$ cat src/rtl/dpram_fifo_ctrl.sv
// FIFO controller over a simple dual-port RAM with a 2-entry output skid buffer; push-to-out_valid latency 3 cycles.
// Backpressure: in_ready drops only when the RAM is full; the skid buffer holds its head while out_ready is low.
module dpram_fifo_ctrl #(
    parameter int DATA_W       = 8,
    parameter int ADDR_W       = 4,
    parameter int AFULL_THRESH = 12
) (
    input  logic                clk,
    input  logic                rst,
    input  logic                in_valid,
    output logic                in_ready,
    input  logic [DATA_W-1:0]   in_data,
    output logic                wr_en,
    output logic [ADDR_W-1:0]   wr_addr,
    output logic [DATA_W-1:0]   wr_data,
    output logic                rd_en,
    output logic [ADDR_W-1:0]   rd_addr,
    input  logic [DATA_W-1:0]   rd_data,
    output logic                out_valid,
    input  logic                out_ready,
    output logic [DATA_W-1:0]   out_data,
    output logic [ADDR_W+1:0]   count,
    output logic                almost_full
);
    localparam logic [ADDR_W:0]   DEPTH_W  = (ADDR_W+1)'(1 << ADDR_W);
    localparam logic [ADDR_W+1:0] AFULL_W  = (ADDR_W+2)'(AFULL_THRESH);

    logic [ADDR_W-1:0] wr_ptr;
    logic [ADDR_W-1:0] rd_ptr;
    logic [ADDR_W:0]   mem_cnt;
    logic              rd_pending;
    logic [1:0]        obuf_cnt;
    logic [DATA_W-1:0] ob_head;
    logic [DATA_W-1:0] ob_tail;
    logic              push;
    logic              pop;
    logic [2:0]        obuf_next;

    assign in_ready  = !rst && (mem_cnt < DEPTH_W);
    assign push      = in_valid && in_ready;
    assign wr_en     = push;
    assign wr_addr   = wr_ptr;
    assign wr_data   = in_data;

    assign out_valid = (obuf_cnt != 2'd0);
    assign out_data  = ob_head;
    assign pop       = out_valid && out_ready;

    // Occupancy the skid buffer will have next cycle; a new read may only launch if a slot remains.
    assign obuf_next = {1'b0, obuf_cnt} + {2'b00, rd_pending} - {2'b00, pop};
    assign rd_en     = (mem_cnt != '0) && (obuf_next < 3'd2);
    assign rd_addr   = rd_ptr;

    assign count       = {1'b0, mem_cnt} + (ADDR_W+2)'(rd_pending) + (ADDR_W+2)'(obuf_cnt);
    assign almost_full = (count >= AFULL_W);

    always_ff @(posedge clk or posedge rst) begin
        if (rst) begin
            wr_ptr     <= '0;
            rd_ptr     <= '0;
            mem_cnt    <= '0;
            rd_pending <= 1'b0;
        end else begin
            if (push) begin
                wr_ptr <= wr_ptr + 1'b1;
            end
            if (rd_en) begin
                rd_ptr <= rd_ptr + 1'b1;
            end
            if (push && !rd_en) begin
                mem_cnt <= mem_cnt + 1'b1;
            end else if (!push && rd_en) begin
                mem_cnt <= mem_cnt - 1'b1;
            end
            rd_pending <= rd_en;
        end
    end

    // Skid buffer: RAM read data lands at the tail the cycle after rd_en.
    always_ff @(posedge clk or posedge rst) begin
        if (rst) begin
            obuf_cnt <= 2'd0;
            ob_head  <= '0;
            ob_tail  <= '0;
        end else begin
            if (rd_pending && pop) begin
                if (obuf_cnt == 2'd2) begin
                    ob_head <= ob_tail;
                    ob_tail <= rd_data;
                end else begin
                    ob_head <= rd_data;
                end
            end else if (pop) begin
                ob_head  <= ob_tail;
                obuf_cnt <= obuf_cnt - 2'd1;
            end else if (rd_pending) begin
                if (obuf_cnt == 2'd0) begin
                    ob_head <= rd_data;
                end else begin
                    ob_tail <= rd_data;
                end
                obuf_cnt <= obuf_cnt + 2'd1;
            end
        end
    end
endmodule

$ cat config.mk
export PLATFORM = sky130hd
export DESIGN_NAME = dpram_fifo_ctrl
export DESIGN_NICKNAME = d
export VERILOG_FILES = /design/src/rtl/dpram_fifo_ctrl.sv
export SDC_FILE = /design/constraint.sdc
export NUM_CORES = 1
export LEC_CHECK = 0
export ABC_AREA = 0
export CAP_MARGIN = 40
export CORE_UTILIZATION = 48
export CTS_CLUSTER_DIAMETER = 150
export DETAILED_ROUTE_END_ITERATION = 7
export GPL_TIMING_DRIVEN = 1
export PLACE_DENSITY = 0.85
export REMOVE_ABC_BUFFERS = 1
export SLEW_MARGIN = 20
export SYNTH_ARGS = -nofsm -noshare
export SYNTH_HDL_FRONTEND = slang
export SYNTH_SLANG_ARGS = --single-unit
export TNS_END_PERCENT = 5
$ cat constraint.sdc
create_clock -name clk -period 3.7 [get_ports clk]
set_input_delay 1.11 -clock clk [delete_from_list [all_inputs] [get_ports clk]]
set_output_delay 1.11 -clock clk [all_outputs]
set_load 0.01 [all_outputs]
# Word-level counts from Yosys, hierarchy flattened
# Cells that the tools add are included.
# Widths: inputs -> output; s select.
[totals] output_inout_bits=35 word_cells=60 register_bits=32 in_bits=20
[op_classes] magnitude_cmp=3 n_reduce_logical=21 add_sub_neg=10 bitwise_logic=1 n_mux=14 eq_ne=4
[op_table] operator="$mux 8" count=10
[op_table] operator="$mux 5" count=2
[op_table] operator="$add 4x1->4 const B" count=2
[op_table] operator="$reduce_bool 2->1" count=4
[op_table] operator="$logic_and 1x1->1" count=7
[op_table] operator="$add 5x1->6" count=1
[op_table] operator="$add 6x2->6" count=1
[op_table] operator="$ge 6x4->1 const B" count=1
[op_table] operator="$reduce_bool 3->1" count=2
[op_table] operator="$add 5x1->5 const B" count=1
[op_table] operator="$lt 5x5->1 const B" count=1
[op_table] operator="$reduce_bool 5->1" count=1
[op_table] operator="$sub 5x1->5 const B" count=1
[op_table] operator="$mux 2" count=2
[op_table] operator="$ne 2x1->1 const B" count=2
[op_table] operator="$reduce_and 2->1" count=2
[op_table] operator="$reduce_and 4->1" count=1
[op_table] operator="$add 2x1->3" count=1
[op_table] operator="$logic_not 1->1" count=3
[op_table] operator="$lt 3x2->1 const B" count=1
[op_table] operator="$sub 3x1->3" count=1
[op_table] operator="$add 2x1->2 const B" count=1
[op_table] operator="$eq 2x2->1 const B" count=1
[op_table] operator="$logic_not 2->1" count=1
[op_table] operator="3 further kinds" count=3

# Logic depth before layout (Yosys ltp)
[depth] word_depth=8 depth_mapped=14 depth_no_buf=14

# Least setup slack after synthesis
# OpenSTA, ideal clock, no wires.
[synth_path] path_kind="in2reg" from="input port out_ready" to="register mem_cnt[4]" cell_stages=14 path_slack_ns=0.119 required_ns=3.574 path_buffers=0 setup_time_ns=0.126 arrival_time_ns=3.455 path_cell_list="inv_1 nor2_1 a21oi_1 nand2b_1 fa_1 xnor2_1 o211ai_4 ha_1 inv_1 ha_1 a21oi_1 and3_1 o21bai_1 xnor2_1"
[synth_via] elab_chain_cells=7 word_cells_on_any_way=9 classes_between="1 x add/sub; 1 x order compare; 1 x mux; 6 x reduce/logical"
[synth_lines] item="start, declared" line="20" source="input logic out_ready,"
[synth_lines] item="$logic_and 1x1->1 *" line="47" source="assign pop = out_valid && out_ready;"
[synth_lines] item="$sub 3x1->3 *" line="50" source="assign obuf_next = {1'b0, obuf_cnt} + {2'b00, rd_pending} - {2'b00, pop};"
[synth_lines] item="$lt 3x2->1 *" line="51" source="assign rd_en = (mem_cnt != '0) && (obuf_next < 3'd2);"
[synth_lines] item="$logic_and 1x1->1 *" line="51"
[synth_lines] item="$logic_not 1->1" line="70" source="if (push && !rd_en) begin"
[synth_lines] item="$logic_and 1x1->1" line="70"
[synth_lines] item="$mux 5 or $reduce_bool 2->1 (tied branches)"
[synth_lines] item="end signal, assigned" line="71" source="mem_cnt <= mem_cnt + 1'b1;"
[synth_lines] item="end signal, assigned" line="73" source="mem_cnt <= mem_cnt - 1'b1;"
[synth_lines] item="end, declared" line="30" source="logic [ADDR_W:0] mem_cnt;"
# Mark *: on every way between the ends. The rest lies on a longest branch, timed or not.
# A chain may end at the register's enable or synchronous reset.

# Worst setup path in the final report
[layout_path] from="input port out_ready" to="output port rd_en"
[layout_via] elab_chain_cells=4
[layout_lines] item="$logic_and 1x1->1" line="47"
[layout_lines] item="$sub 3x1->3" line="50"
[layout_lines] item="$lt 3x2->1" line="51"
[layout_lines] item="$logic_and 1x1->1" line="51"
[layout_lines] item="end, declared" line="16" source="output logic rd_en,"
# No other way between the ends.

==> results.sh <==
export IMPL_yosysTopAreaCell="dfrtp_1"
export IMPL_coreArea_um2=3770
export IMPL_finalCritPeriodShare_pct=99.1
export IMPL_crit_fanout=4
export IMPL_yosys_area_share_xor_xnor_pct=6.76
export IMPL_yosys_register_bits=32
export IMPL_crit_type="in2out"
export IMPL_yosys_warnings=0
export IMPL_num_rows=22
export IMPL_r2r_start="obuf_cnt[0]"
export IMPL_cts_inserted_buffers=5
export IMPL_grt_ovfl_total=0
export IMPL_syn_area_um2=1940
export IMPL_wl_per_cell_um=14.1
export IMPL_wl_met3_um=159
export IMPL_place_port_buffers=38
export IMPL_maxCapViolCount=0
export IMPL_synth_enable_flop_cells=0
export IMPL_status="completed"
export IMPL_cts_num_sinks=32
export IMPL_async_flop_share_pct=100
export IMPL_finClkSkew_ns=0.00640
export IMPL_power_density_nw_per_um2=1070
export IMPL_yosysTopAreaCellShare_pct=41.2
export IMPL_syn_area_per_cell_um2=11.0
export IMPL_ff2ff_setup_slack_ns=0.54
export IMPL_grt_pass1_wl_mm=6.67
export IMPL_first_iter_violations=93
export IMPL_synth_top_family_by_area="compound AO/OA/AOI/OAI gates"
export IMPL_die_height_um=65.6
export IMPL_r2r_cells=16
export IMPL_critPathRequiredTime_ns=2.59
export IMPL_worst_slew_pin_slew_ns=0.567
export IMPL_critPathLaunch="out_ready"
export IMPL_grt_usage_pct=20.5
export IMPL_drt_met1_wl_mm=1.73
export IMPL_drt_vias_per_instance=5.27
export IMPL_antenna_left=0
export IMPL_dr_pass1_iters=4
export IMPL_clkTransAtPathRegs_ns=0.06
export IMPL_hp_class="reg2reg"
export IMPL_layout_drive_gt1_share_pct=28.6
export IMPL_min_period_ns=3.67
export IMPL_p_leak_nw=1.13
export IMPL_syn_inst=176
export IMPL_ctsHoldBuffers=0
export IMPL_reg2reg_to="mem_cnt[4]"
export IMPL_ios=55
export IMPL_cp_end_kind="output port"
export IMPL_synth_cell_types=38
export IMPL_relSlewSlack_pct=61.9
export IMPL_cts_tree="built"
export IMPL_synthTopCellsByArea="dfrtp_1, mux2_2, a221oi_2"
export IMPL_finalWorstSetupSlack_ns=0.0339
export IMPL_stdcell_area_um2=2560
export IMPL_topRoutingLayerUsed="met4"
export IMPL_finalHoldViolCount=0
export IMPL_synthAdderAreaFrac_pct=8.63
export IMPL_n_antenna_cell=0
export IMPL_grt_max_degree=33
export IMPL_initial_core_util_pct=51.5
export IMPL_first_global_vias=1543
export IMPL_vdd_drop_max_mv=0.836
export IMPL_fp_dieW_um=65.6
export IMPL_nNetsFinal=258
export IMPL_synthMuxAreaShare_pct=8.69
export IMPL_drc=0
export IMPL_finalPower_mw=2.74
export IMPL_htree_levels=2
export IMPL_vias=1449
export IMPL_preCtsSetupSlack_ns=-0.799
export IMPL_rsz0062_at_grt="true"
export IMPL_dp_hpwl_mm=2.73
export IMPL_clk_latency_ns=0.28
export IMPL_synth_compound_area_share_pct=16.2
export IMPL_timing_setup_tns_ns=0
export IMPL_dieArea_um2=4310
export IMPL_start_kind="primary input"
export IMPL_arrival_ns=2.56
export IMPL_place_gp_congestion=0.753
export IMPL_yosysSeqAreaShare_pct=41.2
export IMPL_ys_flop_type="dfrtp_1"
export IMPL_critical_path_endpoint="rd_en"
export IMPL_place_area_um2=2420
export IMPL_root_buffer="clkbuf_8"
export IMPL_antenna_found_initial=0
export IMPL_synth_simple_area_share_pct=9.14
export IMPL_wl_met2_mm=1.91
export IMPL_setup_violations=0
export IMPL_cts_buffer_depth=2
export IMPL_areaGrowthSynthToFinish_pct=31.6
export IMPL_final_max_slew_viol_count=0
export IMPL_fmax_ghz=0.273
export IMPL_wl_mm=3.87
==> synthesized netlist by cell type (2+ instances only) <==
| library cell | n |
|---|---|
| dfrtp_1 | 32 |
| inv_1 | 17 |
| mux2_2 | 15 |
| nor2_1 | 13 |
| xnor2_1 | 10 |
| o22ai_1 | 9 |
| a221oi_2 | 8 |
| buf_4 | 8 |
| ha_1 | 7 |
| nand2_1 | 6 |
| a21oi_1 | 5 |
| xor2_1 | 5 |
| fa_1 | 4 |
| nand3_1 | 4 |
| o21ai_0 | 3 |
| buf_2 | 2 |
| buf_6 | 2 |
| clkbuf_1 | 2 |
| nand2b_1 | 2 |
| nor3_1 | 2 |
| o21bai_1 | 2 |
| or2_1 | 2 |
==> repair_timing <==
item                                    in CTS  in global routing
endpoints found under the setup margin       6                  3
endpoints found under the hold margin        0                  0
setup buffers                                1                  0
resized for setup                           17                  1
pin swaps                                    4                  2
==> layer usage <==
| layer | GRT usage, % | vias to the layer above |
|---|---|---|
| li1 | - | 701 |
| met1 | 24.0 | 700 |
| met2 | 35.1 | 40 |
| met3 | 5.38 | 8 |
| met4 | 8.42 | 0 |
| met5 | 0 | - |
==> worst max-delay path: stages <==
cell	delay (ns)
clkdlybuf4s15_1	0.20
inv_2	0.10
buf_6	0.12
a21oi_2	0.06
nand2b_4	0.14
fa_2	0.36
xnor2_2	0.19
o211ai_4	0.10
inv_2	0.08
buf_6	0.10
==> kinds of logic after synthesis <==
logic type	Yosys count
DFF	32
xor gates and xnor gates	15
buffers and inverters	33
adders and majority gates	11
and+or+nand+nor	36
AOI/OAI and AO/OA	34
muxes	15
==> worst min-delay path by stage <==
stage / endpoint / from / slack (ns) / cells after the start
floorplan: ob_tail[4] / ob_tail[4] / 0.48 / 1
global placement: rd_addr[3] / rd_addr[3] / 0.46 / 1
detailed placement: rd_addr[3] / rd_addr[3] / 0.46 / 1
CTS: rd_addr[3] / rd_addr[3] / 0.47 / 1
global route: rd_addr[3] / rd_addr[3] / 0.49 / 1
finish: rd_addr[3] / rd_addr[3] / 0.46 / 1
==> cell usage in the layout, fill, tap and decap left out, drive strengths merged <==
cell	instances
nand2	6
nor2b	1
or4	1
clkbuf	7
a221oi	9
clkdlybuf4s15	1
buf	22
clkinv	1
mux2	15
nor3	2
nor2	13
a21boi	2
a211oi	1
or2	3
fa	4
and3	1
dfrtp	32
xor2	5
a21oi	5
ha	7
o21bai	2
nand2b	2
dlygate4sd2	1
o21ai	3
a21o	1
nand4	1
o22ai	9
and2	1
and4	1
clkdlybuf4s50	35
nand3	4
inv	17
o211ai	2
xnor2	10
==> state kept, by name, summed over array words and instances, names as in the netlist <==
signal,flops
ob_tail,8
obuf_cnt,2
wr_addr,4
rd_pending,1
rd_addr,4
mem_cnt,5
out_data,8
==> report_power, final <==
part | internal, mW | switching [mW]
logic | 0.986 | 0.757
registers | 0.542 | 0.173
clock network | 0.165 | 0.122
==> final cells by class <==
| cell class | count | area (um2) |
|---|---|---|
| fill | 282 | 1210 |
| multi-input combinational | 111 | 990 |
| timing repair buffer | 59 | 542 |
| sequential | 32 | 802 |
| inverter | 18 | 67.6 |
| tap | 48 | 60.1 |
| clock buffer | 7 | 96.3 |
==> through the flow <==
step                std cells  utilization, %  hold slack (ns)
finish                    275            67.8            0.462
global route              275            67.8            0.487
floorplan                 161               -            0.480
global placement          267            64.2            0.460
detailed placement        267            64.2            0.459
CTS                       275            67.7            0.469
No activity file was read; power rests on OpenSTA's default activity.
